**src/rtl/time_counter.sv**
```systemverilog
// Stopwatch / countdown timer with a 4-digit BCD display (SS.cc).
// The prescaler produces a tick every TICK_DIV run cycles; count steps up or down on each tick.
module time_counter #(
    parameter int TICK_DIV = 1000000
) (
    input  logic        clk,
    input  logic        reset_n,
    input  logic [1:0]  current_state,
    input  logic [15:0] timeout,
    input  logic [1:0]  cnt,
    input  logic        clr,
    output logic [15:0] count,
    output logic        done,
    output logic        done_pulse,
    output logic [3:0]  edit_mask,
    output logic        tick
);

    typedef enum logic [1:0] {
        UP_WAIT   = 2'b00,
        UP_RUN    = 2'b01,
        DOWN_WAIT = 2'b10,
        DOWN_RUN  = 2'b11
    } state_e;

    localparam int PW = $clog2(TICK_DIV);
    localparam logic [PW-1:0] PRESC_LAST = PW'(TICK_DIV - 1);

    state_e          st;
    state_e          prev_q, prev_d;
    logic [PW-1:0]   presc_q, presc_d, presc_eff;
    logic [15:0]     count_q, count_d, dec_val;
    logic            done_q, done_d;
    logic            pulse_q, pulse_d;
    logic            tick_q, tick_d;
    logic [3:0]      mask_q, mask_d;
    logic            run, was_down, at_wrap;

    function automatic logic [15:0] bcd_inc(input logic [15:0] v);
        logic [15:0] r;
        logic        carry;
        r     = v;
        carry = 1'b1;
        for (int i = 0; i < 4; i++) begin
            if (carry) begin
                if (r[4*i +: 4] == 4'd9) begin
                    r[4*i +: 4] = 4'd0;
                end else begin
                    r[4*i +: 4] = r[4*i +: 4] + 4'd1;
                    carry       = 1'b0;
                end
            end
        end
        return r;
    endfunction

    function automatic logic [15:0] bcd_dec(input logic [15:0] v);
        logic [15:0] r;
        logic        borrow;
        r      = v;
        borrow = 1'b1;
        for (int i = 0; i < 4; i++) begin
            if (borrow) begin
                if (r[4*i +: 4] == 4'd0) begin
                    r[4*i +: 4] = 4'd9;
                end else begin
                    r[4*i +: 4] = r[4*i +: 4] - 4'd1;
                    borrow      = 1'b0;
                end
            end
        end
        return r;
    endfunction

    function automatic logic [15:0] sanitize(input logic [15:0] v);
        logic [15:0] r;
        for (int i = 0; i < 4; i++) begin
            r[4*i +: 4] = (v[4*i +: 4] > 4'd9) ? 4'd9 : v[4*i +: 4];
        end
        return r;
    endfunction

    assign st       = state_e'(current_state);
    assign run      = (st == UP_RUN) || (st == DOWN_RUN);
    assign was_down = (prev_q == DOWN_WAIT) || (prev_q == DOWN_RUN);
    // A fresh state restarts the prescaler so the first tick lands TICK_DIV cycles in.
    assign presc_eff = (st != prev_q) ? '0 : presc_q;
    assign at_wrap   = run && (presc_eff == PRESC_LAST);
    assign dec_val   = bcd_dec(count_q);

    always_comb begin
        prev_d  = st;
        count_d = count_q;
        done_d  = done_q && (st == DOWN_RUN);
        pulse_d = 1'b0;
        tick_d  = 1'b0;
        presc_d = '0;
        mask_d  = (st == DOWN_WAIT) ? (4'b1000 >> cnt) : 4'b0000;
        case (st)
            UP_WAIT: begin
                if (clr || was_down) count_d = '0;
            end
            UP_RUN: begin
                presc_d = at_wrap ? '0 : presc_eff + 1'b1;
                if (clr) begin
                    count_d = '0;
                    presc_d = '0;
                end else if (was_down) begin
                    count_d = '0;
                end else if (at_wrap) begin
                    tick_d  = 1'b1;
                    count_d = bcd_inc(count_q);
                end
            end
            DOWN_WAIT: begin
                count_d = sanitize(timeout);
            end
            DOWN_RUN: begin
                presc_d = at_wrap ? '0 : presc_eff + 1'b1;
                if (clr) begin
                    count_d = '0;
                    presc_d = '0;
                    done_d  = 1'b0;
                end else if (at_wrap) begin
                    tick_d = 1'b1;
                    if (count_q != 16'h0000) begin
                        count_d = dec_val;
                        if (dec_val == 16'h0000) begin
                            done_d  = 1'b1;
                            pulse_d = 1'b1;
                        end
                    end else if (!done_q) begin
                        done_d  = 1'b1;
                        pulse_d = 1'b1;
                    end
                end
            end
            default: begin
                count_d = count_q;
            end
        endcase
    end

    always_ff @(posedge clk or negedge reset_n) begin
        if (!reset_n) begin
            prev_q  <= UP_WAIT;
            presc_q <= '0;
            count_q <= '0;
            done_q  <= 1'b0;
            pulse_q <= 1'b0;
            tick_q  <= 1'b0;
            mask_q  <= 4'b0000;
        end else begin
            prev_q  <= prev_d;
            presc_q <= presc_d;
            count_q <= count_d;
            done_q  <= done_d;
            pulse_q <= pulse_d;
            tick_q  <= tick_d;
            mask_q  <= mask_d;
        end
    end

    assign count      = count_q;
    assign done       = done_q;
    assign done_pulse = pulse_q;
    assign edit_mask  = mask_q;
    assign tick       = tick_q;

endmodule
```
**config.mk**
```make
export PLATFORM = sky130hd
export DESIGN_NAME = time_counter
export DESIGN_NICKNAME = d
export VERILOG_FILES = /design/src/rtl/time_counter.sv
export SDC_FILE = /design/constraint.sdc
export NUM_CORES = 1
export LEC_CHECK = 0
export ABC_AREA = 0
export CORE_MARGIN = 10
export CORE_UTILIZATION = 45
export CTS_BUF_LIST = sky130_fd_sc_hd__clkbuf_4 sky130_fd_sc_hd__clkbuf_8
export CTS_CLUSTER_DIAMETER = 40
export DETAILED_ROUTE_END_ITERATION = 6
export DONT_BUFFER_PORTS = 1
export PLACE_DENSITY = 0.65
export SLEW_MARGIN = 25
export SYNTH_ARGS = -nofsm -noshare
export SYNTH_HDL_FRONTEND = slang
export SYNTH_SLANG_ARGS = --single-unit
```
**constraint.sdc**
```tcl
create_clock -name clk -period 5.6 [get_ports clk]
set_input_delay 0.28 -clock clk [delete_from_list [all_inputs] [get_ports clk]]
set_output_delay 0.28 -clock clk [all_outputs]
set_load 0.05 [all_outputs]
```
==> flow_metrics.tcl, run 1 <==
set metrics [dict create \
    switching_power_uw 306.9 \
    fin_worst_skew_ns 0.002869 \
    route.detailed.wl_per_inst_um 18.03 \
    drive_gt1_frac 0.07163 \
    grt_pass1_wl_um 13460 \
    intPower_uw 544.6 \
    peakVddDrop_v 0.0001231 \
    routabilityCongestion 0.9198 \
    die_x_um 103.4 \
    cp-end-kind "flip-flop" \
    synth_ff_type "dfrtp_1" \
    final_common_cell "dfrtp_1" \
    cp-start-kind "flip-flop" \
    syn_inst 366 \
    fmax_mhz 337.5 \
    crit_required_ns 5.81 \
    crit_chain "inv_1, ha_1, nor3b_1, nand3_1, o2bb2ai_1, a21o_1, o21ai_0, o21ai_0" \
    clk_latency_ns 0.30 \
    cp.depth 8 \
    reg2reg_depth 8 \
    r2r_start "count[1]$_DFFE_PN0P_" \
    drt-total-wl_um 8276 \
    cp_common_cell "o21ai_0" \
    vias_per_cell 5.784 \
    hold_depth 1 \
    worstReg2RegEnd "count[6]$_DFFE_PN0P_" \
    p_sw_frac 0.3604 \
    io_pins 46 \
    dieArea_mm2 0.01069 \
    r2r_setup_slack_ns 2.64 \
    htreeDepth 2 \
    finalHoldViolCount 0 \
    area_delta_synth_final_pct 6.637 \
    first_pass_iters 4 \
    worstMarginPinSlew_ns 0.9251 \
    setup_viol 0 \
    synth-edff-count 0 \
    dp_slack_ns 2.731 \
    p_seq_frac 0.500 \
    critical_path.top_delay_family "compound AO/OA/AOI/OAI gates" \
    crit_path_max_fanout 8 \
    place_hpwl_um 6003 \
    cts.clk_slew.worst_paths_ns 0.08 \
    start_util 0.4606 \
    postRouteAntennaNets 0 \
    remaining_drc_errors 0 \
    cts_made_buffers 5 \
    rows 30 \
    cts_tree "yes" \
    p_clk_frac 0.300 \
    syn_avg_cell_area_um2 8.550 \
    min_from "cnt[0]" \
    post-route-period-util 0.5291 \
    power_leakage_uw 0.001359 \
    pwr-share-comb 0.201 \
    grt-ovfl-total 0 \
    fin_crit_ns 2.963 \
    cts_num_sinks 45 \
    cts_setup_buffers 0 \
    crit_buf_inv 1 \
    synthArstFlopShare 1.000 \
    ys.warnings.count 0 \
    syn_area_mm2 0.003129 \
    clockBufferDepth 2 \
    seq_area_frac_synth 0.3599 \
    max_cap_viol_count 0 \
    core_region_area_mm2 0.006794 \
    diodes 0 \
    synthesis.nets 403 \
    status "finished, final reports clean" \
    synth-seq-cells 45 \
    min_to "edit_mask[1]$_DFF_PN0_" \
    max_stage_delay_ns 0.60 \
    synth_cell_types 64 \
    first_iter_violations 183 \
    rsz0062_at_grt "no" \
    finalSetupTns_ns 0 \
    grt_pass1_vias 2566 \
    power_density_mw_per_mm2 255.2 \
    grt_use_total 0.1588 \
    setup_ws_ns 2.637 \
    io_buffers 0 \
    slowest_stage "dfrtp_1" \
    vias 2655 \
    worstSetupPathType "reg -> reg" \
    hold_path_class "in -> reg" \
    nets 399 \
    antenna_found_initial 0 \
    slew_headroom 0.3749 \
    root_buffer "clkbuf_8" \
    grt_max_degree 46 \
    final_cell_mix "45 x dfrtp_1, 41 x nor2_1, 33 x o21ai_0" \
    arrival_ns 3.18 \
    slew_viol_final 0 \
    fp.dieH_um 103.4 \
]
==> power groups by stage <==
| stage | Combinational (µW) | Sequential (µW) | Clock (µW) |
|---|---|---|---|
| 6_report | 171 | 425 | 255 |
| 4_1_cts | 170 | 426 | 260 |
| 3_5_place_dp | 158 | 433 | 0 |
| 2_1_floorplan | 137 | 415 | 0 |
| 5_1_grt | 194 | 429 | 274 |
| 3_3_place_gp | 156 | 432 | 0 |
==> logic make-up after synthesis <==
| group | after synthesis | share of synthesized area |
|---|---|---|
| xor+xnor | 24 | 0.06717 |
| mux | 1 | 0.003199 |
| buf+inv | 33 | 0.05078 |
| flops | 45 | 0.3599 |
| compound gates | 93 | 0.1895 |
| simple gates | 156 | 0.2735 |
| fa+ha+maj | 14 | 0.05598 |
==> how the worst max path moves through the flow <==
| stage | to | from |
|---|---|---|
| floorplan | presc_q[10]$_DFF_PN0_ | prev_q[1]$_DFF_PN0_ |
| global placement | count[6]$_DFFE_PN0P_ | count[1]$_DFFE_PN0P_ |
| detailed placement | count[6]$_DFFE_PN0P_ | count[1]$_DFFE_PN0P_ |
| CTS | count[6]$_DFFE_PN0P_ | count[1]$_DFFE_PN0P_ |
| global route | count[6]$_DFFE_PN0P_ | count[1]$_DFFE_PN0P_ |
| finish | count[6]$_DFFE_PN0P_ | count[1]$_DFFE_PN0P_ |
==> layer usage <==
| metal | vias up | track usage | wire length [µm] |
|---|---|---|---|
| met5 | - | 0 | 0 |
| met4 | 0 | 0.03636 | 84 |
| met3 | 11 | 0.04186 | 526 |
| met2 | 73 | 0.2554 | 3816 |
| met1 | 1263 | 0.2081 | 3849 |
| li1 | 1308 | - | - |
==> synth_stat cells, types with 2 or more instances <==
cell type / instances / share of area
a22oi_1: 3 / 0.0072
buf_6: 4 / 0.014
nand3_1: 17 / 0.027
nor4_1: 3 / 0.0060
nor3b_1: 6 / 0.014
a21oi_1: 22 / 0.035
inv_1: 18 / 0.022
clkbuf_1: 8 / 0.0096
o22ai_1: 4 / 0.0080
nand2_1: 31 / 0.037
dfrtp_1: 45 / 0.36
xnor2_1: 11 / 0.031
and2_1: 5 / 0.010
ha_1: 14 / 0.056
nand4_1: 4 / 0.0080
xor2_1: 13 / 0.036
or3b_2: 3 / 0.0084
nor2_1: 41 / 0.049
a221oi_1: 3 / 0.0084
nand2b_1: 3 / 0.0060
a22o_1: 4 / 0.011
nand3b_1: 3 / 0.0072
nor3_1: 8 / 0.013
and3_2: 2 / 0.0048
a32o_1: 2 / 0.0064
o21ai_0: 33 / 0.053
nor2b_1: 5 / 0.010
and3_1: 8 / 0.016
a31oi_1: 5 / 0.010
nand4b_1: 3 / 0.0084
o21bai_1: 2 / 0.0048
==> area by class of cell <==
type / count / area [µm²]
Sequential cell: 45 / 1126
Clock buffer: 6 / 76.32
Timing Repair Buffer: 4 / 57.56
Clock inverter: 2 / 38.79
Fill cell: 666 / 3457
Multi-Input combinational cell: 288 / 1851
Inverter: 18 / 67.56
Tap cell: 96 / 120.1
==> sequential cells by signal, indices dropped and copies added (netlist names) <==
signal / flops
prev_q: 2
presc_q: 20
tick: 1
done: 1
count: 16
done_pulse: 1
edit_mask: 4
==> timing repair <==
item / CTS / global route
gates resized for setup: 0 / 0
hold endpoints to repair: 47 / 0
hold buffers: 4 / 0
==> metrics by stage <==
step                      hold slack, ns  cells  cell area [µm²]  power [µW]  utilization
after CTS                        0.02202    459             3331       855.8       0.4902
after global placement          -0.01257    447             3158       588.1       0.4648
after floorplan                 -0.01559    366             3129       551.5            -
final                            0.02692    459             3337       851.5       0.4912
after detailed placement        -0.01241    447             3158       590.2       0.4648
after global routing             0.01683    459             3337       897.3       0.4912
Power figures use the tool's default switching activity.
==> run 2: changes to the inputs <==
--- a/config.mk
+++ b/config.mk
@@ -12,7 +12,7 @@
 export CTS_CLUSTER_DIAMETER = 40
 export DETAILED_ROUTE_END_ITERATION = 6
 export DONT_BUFFER_PORTS = 1
-export PLACE_DENSITY = 0.65
+export PLACE_DENSITY = 0.67
 export SLEW_MARGIN = 25
 export SYNTH_ARGS = -nofsm -noshare
 export SYNTH_HDL_FRONTEND = slang
==> constraint.sdc (replaced) <==
create_clock -name clk -period 2.5 [get_ports clk]
set_input_delay 0.125 -clock clk [delete_from_list [all_inputs] [get_ports clk]]
set_output_delay 0.125 -clock clk [all_outputs]
set_load 0.05 [all_outputs]
==> flow_metrics.tcl, run 2 (synthesized netlist as in run 1, its figures left out) <==
set metrics [dict create \
    drt-total-wl_um 8407 \
    clk_latency_ns 0.31 \
    grt_use_total 0.1622 \
    root_buffer "clkbuf_8" \
    r2r_setup_slack_ns 0.14 \
    die_x_um 103.4 \
    route.detailed.wl_per_inst_um 16.95 \
    slew_headroom 0.6294 \
    r2r_start "prev_q[1]$_DFF_PN0_" \
    min_from "current_state[1]" \
    antenna_found_initial 0 \
    fmax_mhz 424.1 \
    power_leakage_uw 0.001537 \
    regMostFlops "presc_q" \
    grt-busiest-layer "met2" \
    crit_start "prev_q[1]$_DFF_PN0_" \
    place_hpwl_um 6195 \
    drive_gt1_frac 0.1700 \
    crit_chain "xor2_2, nor2_4, and2_1, ha_1, and3_2, nand3_1, nand3b_2, or3_4, nor2_1" \
    finalSetupTns_ns 0 \
    largest_reg_flops 20 \
    core_region_area_mm2 0.006794 \
    hold_path_class "in -> reg" \
    worstMarginPinSlew_ns 0.5559 \
    diodes 0 \
    nets 436 \
    grt.met1_usage 0.1923 \
    power_density_mw_per_mm2 526.0 \
    grt_pass1_vias 2788 \
    met3_usage 0.04518 \
    placed_area_mm2 0.003391 \
    worstSetupPathType "reg -> reg" \
    fin_worst_skew_ns 0.007624 \
    routabilityCongestion 0.9006 \
    finalHoldViolCount 0 \
    postRouteAntennaNets 0 \
    grt_use_met2 0.2734 \
    cts_made_buffers 5 \
    slew_viol_final 0 \
    final_cell_mix "44 x dfrtp_1, 40 x nor2_1, 34 x buf_4" \
    cts_num_sinks 45 \
    max_cap_viol_count 0 \
    cts.clk_slew.worst_paths_ns 0.09 \
    peakVddDrop_v 0.0003022 \
    dieArea_mm2 0.01069 \
    grt_pass1_wl_um 13830 \
    cp-end-kind "flip-flop" \
    htreeDepth 2 \
    setup_viol 0 \
    hold_depth 2 \
    fin_crit_ns 2.358 \
    grt-ovfl-total 0 \
    post-route-period-util 0.9431 \
    slowest_stage "dfrtp_2" \
    io_buffers 0 \
    status "finished, final reports clean" \
    arrival_ns 2.60 \
    crit_required_ns 2.74 \
    cts_tree "yes" \
    max_stage_delay_ns 0.45 \
    vias 2834 \
    fin_area_mm2 0.003656 \
    min_to "count[12]$_DFFE_PN0P_" \
    remaining_drc_errors 0 \
    clockBufferDepth 2 \
    io_pins 46 \
    final_common_cell "dfrtp_1" \
    area_delta_synth_final_pct 16.83 \
    first_iter_violations 201 \
    cp-start-kind "flip-flop" \
    fp.dieH_um 103.4 \
    crit_path_max_fanout 15 \
    grt_max_degree 46 \
    worstReg2RegEnd "presc_q[18]$_DFF_PN0_" \
    reg2reg_depth 9 \
    first_pass_iters 4 \
    rows 30 \
    start_util 0.4606 \
    vias_per_cell 5.714 \
]
-- run 2: critical path, delay by kind of cell, from the launching register on --
kind / cells / cell delay, ns
xor gates and xnor gates: 1 / 0.26
adders and majority gates: 1 / 0.22
DFF: 1 / 0.45
and+or+nand+nor: 7 / 1.37
-- run 2: power by group --
part	leakage [µW]	switching, µW	internal (µW)
logic	0.000883	410	234
registers	0.000608	38.8	761
clock network	0.0000447	278	202
total	0.00154	727	1200
-- run 2: per-layer routing --
layer	wire length (µm)	share of wire
met5	0	0
met4	139	0.017
met3	519	0.062
met2	4226	0.50
met1	3521	0.42
-- run 2: final cells by class --
| class | instances | area, µm² |
|---|---|---|
| Clock inverter | 3 | 25.02 |
| Tap cell | 96 | 120.1 |
| Clock buffer | 5 | 68.82 |
| Multi-Input combinational cell | 288 | 1904 |
| Inverter | 18 | 67.56 |
| Timing Repair Buffer | 41 | 342.8 |
| Sequential cell | 45 | 1127 |
| Fill cell | 626 | 3138 |
-- run 2: how the worst max path moves through the flow --
stage | to | depth (start not counted)
2_1_floorplan | presc_q[10]$_DFF_PN0_ | 12
3_3_place_gp | presc_q[3]$_DFF_PN0_ | 9
3_5_place_dp | presc_q[3]$_DFF_PN0_ | 9
4_1_cts | count[10]$_DFFE_PN0P_ | 9
5_1_grt | count[13]$_DFFE_PN0P_ | 9
6_report | presc_q[18]$_DFF_PN0_ | 9
-- run 2: timing repair --
item,4_1_cts,5_1_grt
hold buffers,7,0
cloned,0,0
endpoints found under the hold margin,51,0
setup buffers,0,3
setup endpoints to repair,17,33
resized for setup,2,10
pin swaps,0,5
-- run 2: stage by stage --
stage                     setup WS, ns  utilization  power [µW]  std cells  hold WS [ns]
after global routing          -0.01486       0.5381        2029        496       0.03986
after CTS                     0.001519       0.5276        1914        493       0.03136
after floorplan                0.02842            -        1235        366       -0.1706
final                           0.1422       0.5381        1923        496       0.03668
after global placement         0.05448       0.4991        1400        478       -0.1671
after detailed placement      -0.05958       0.4991        1406        478       -0.1667
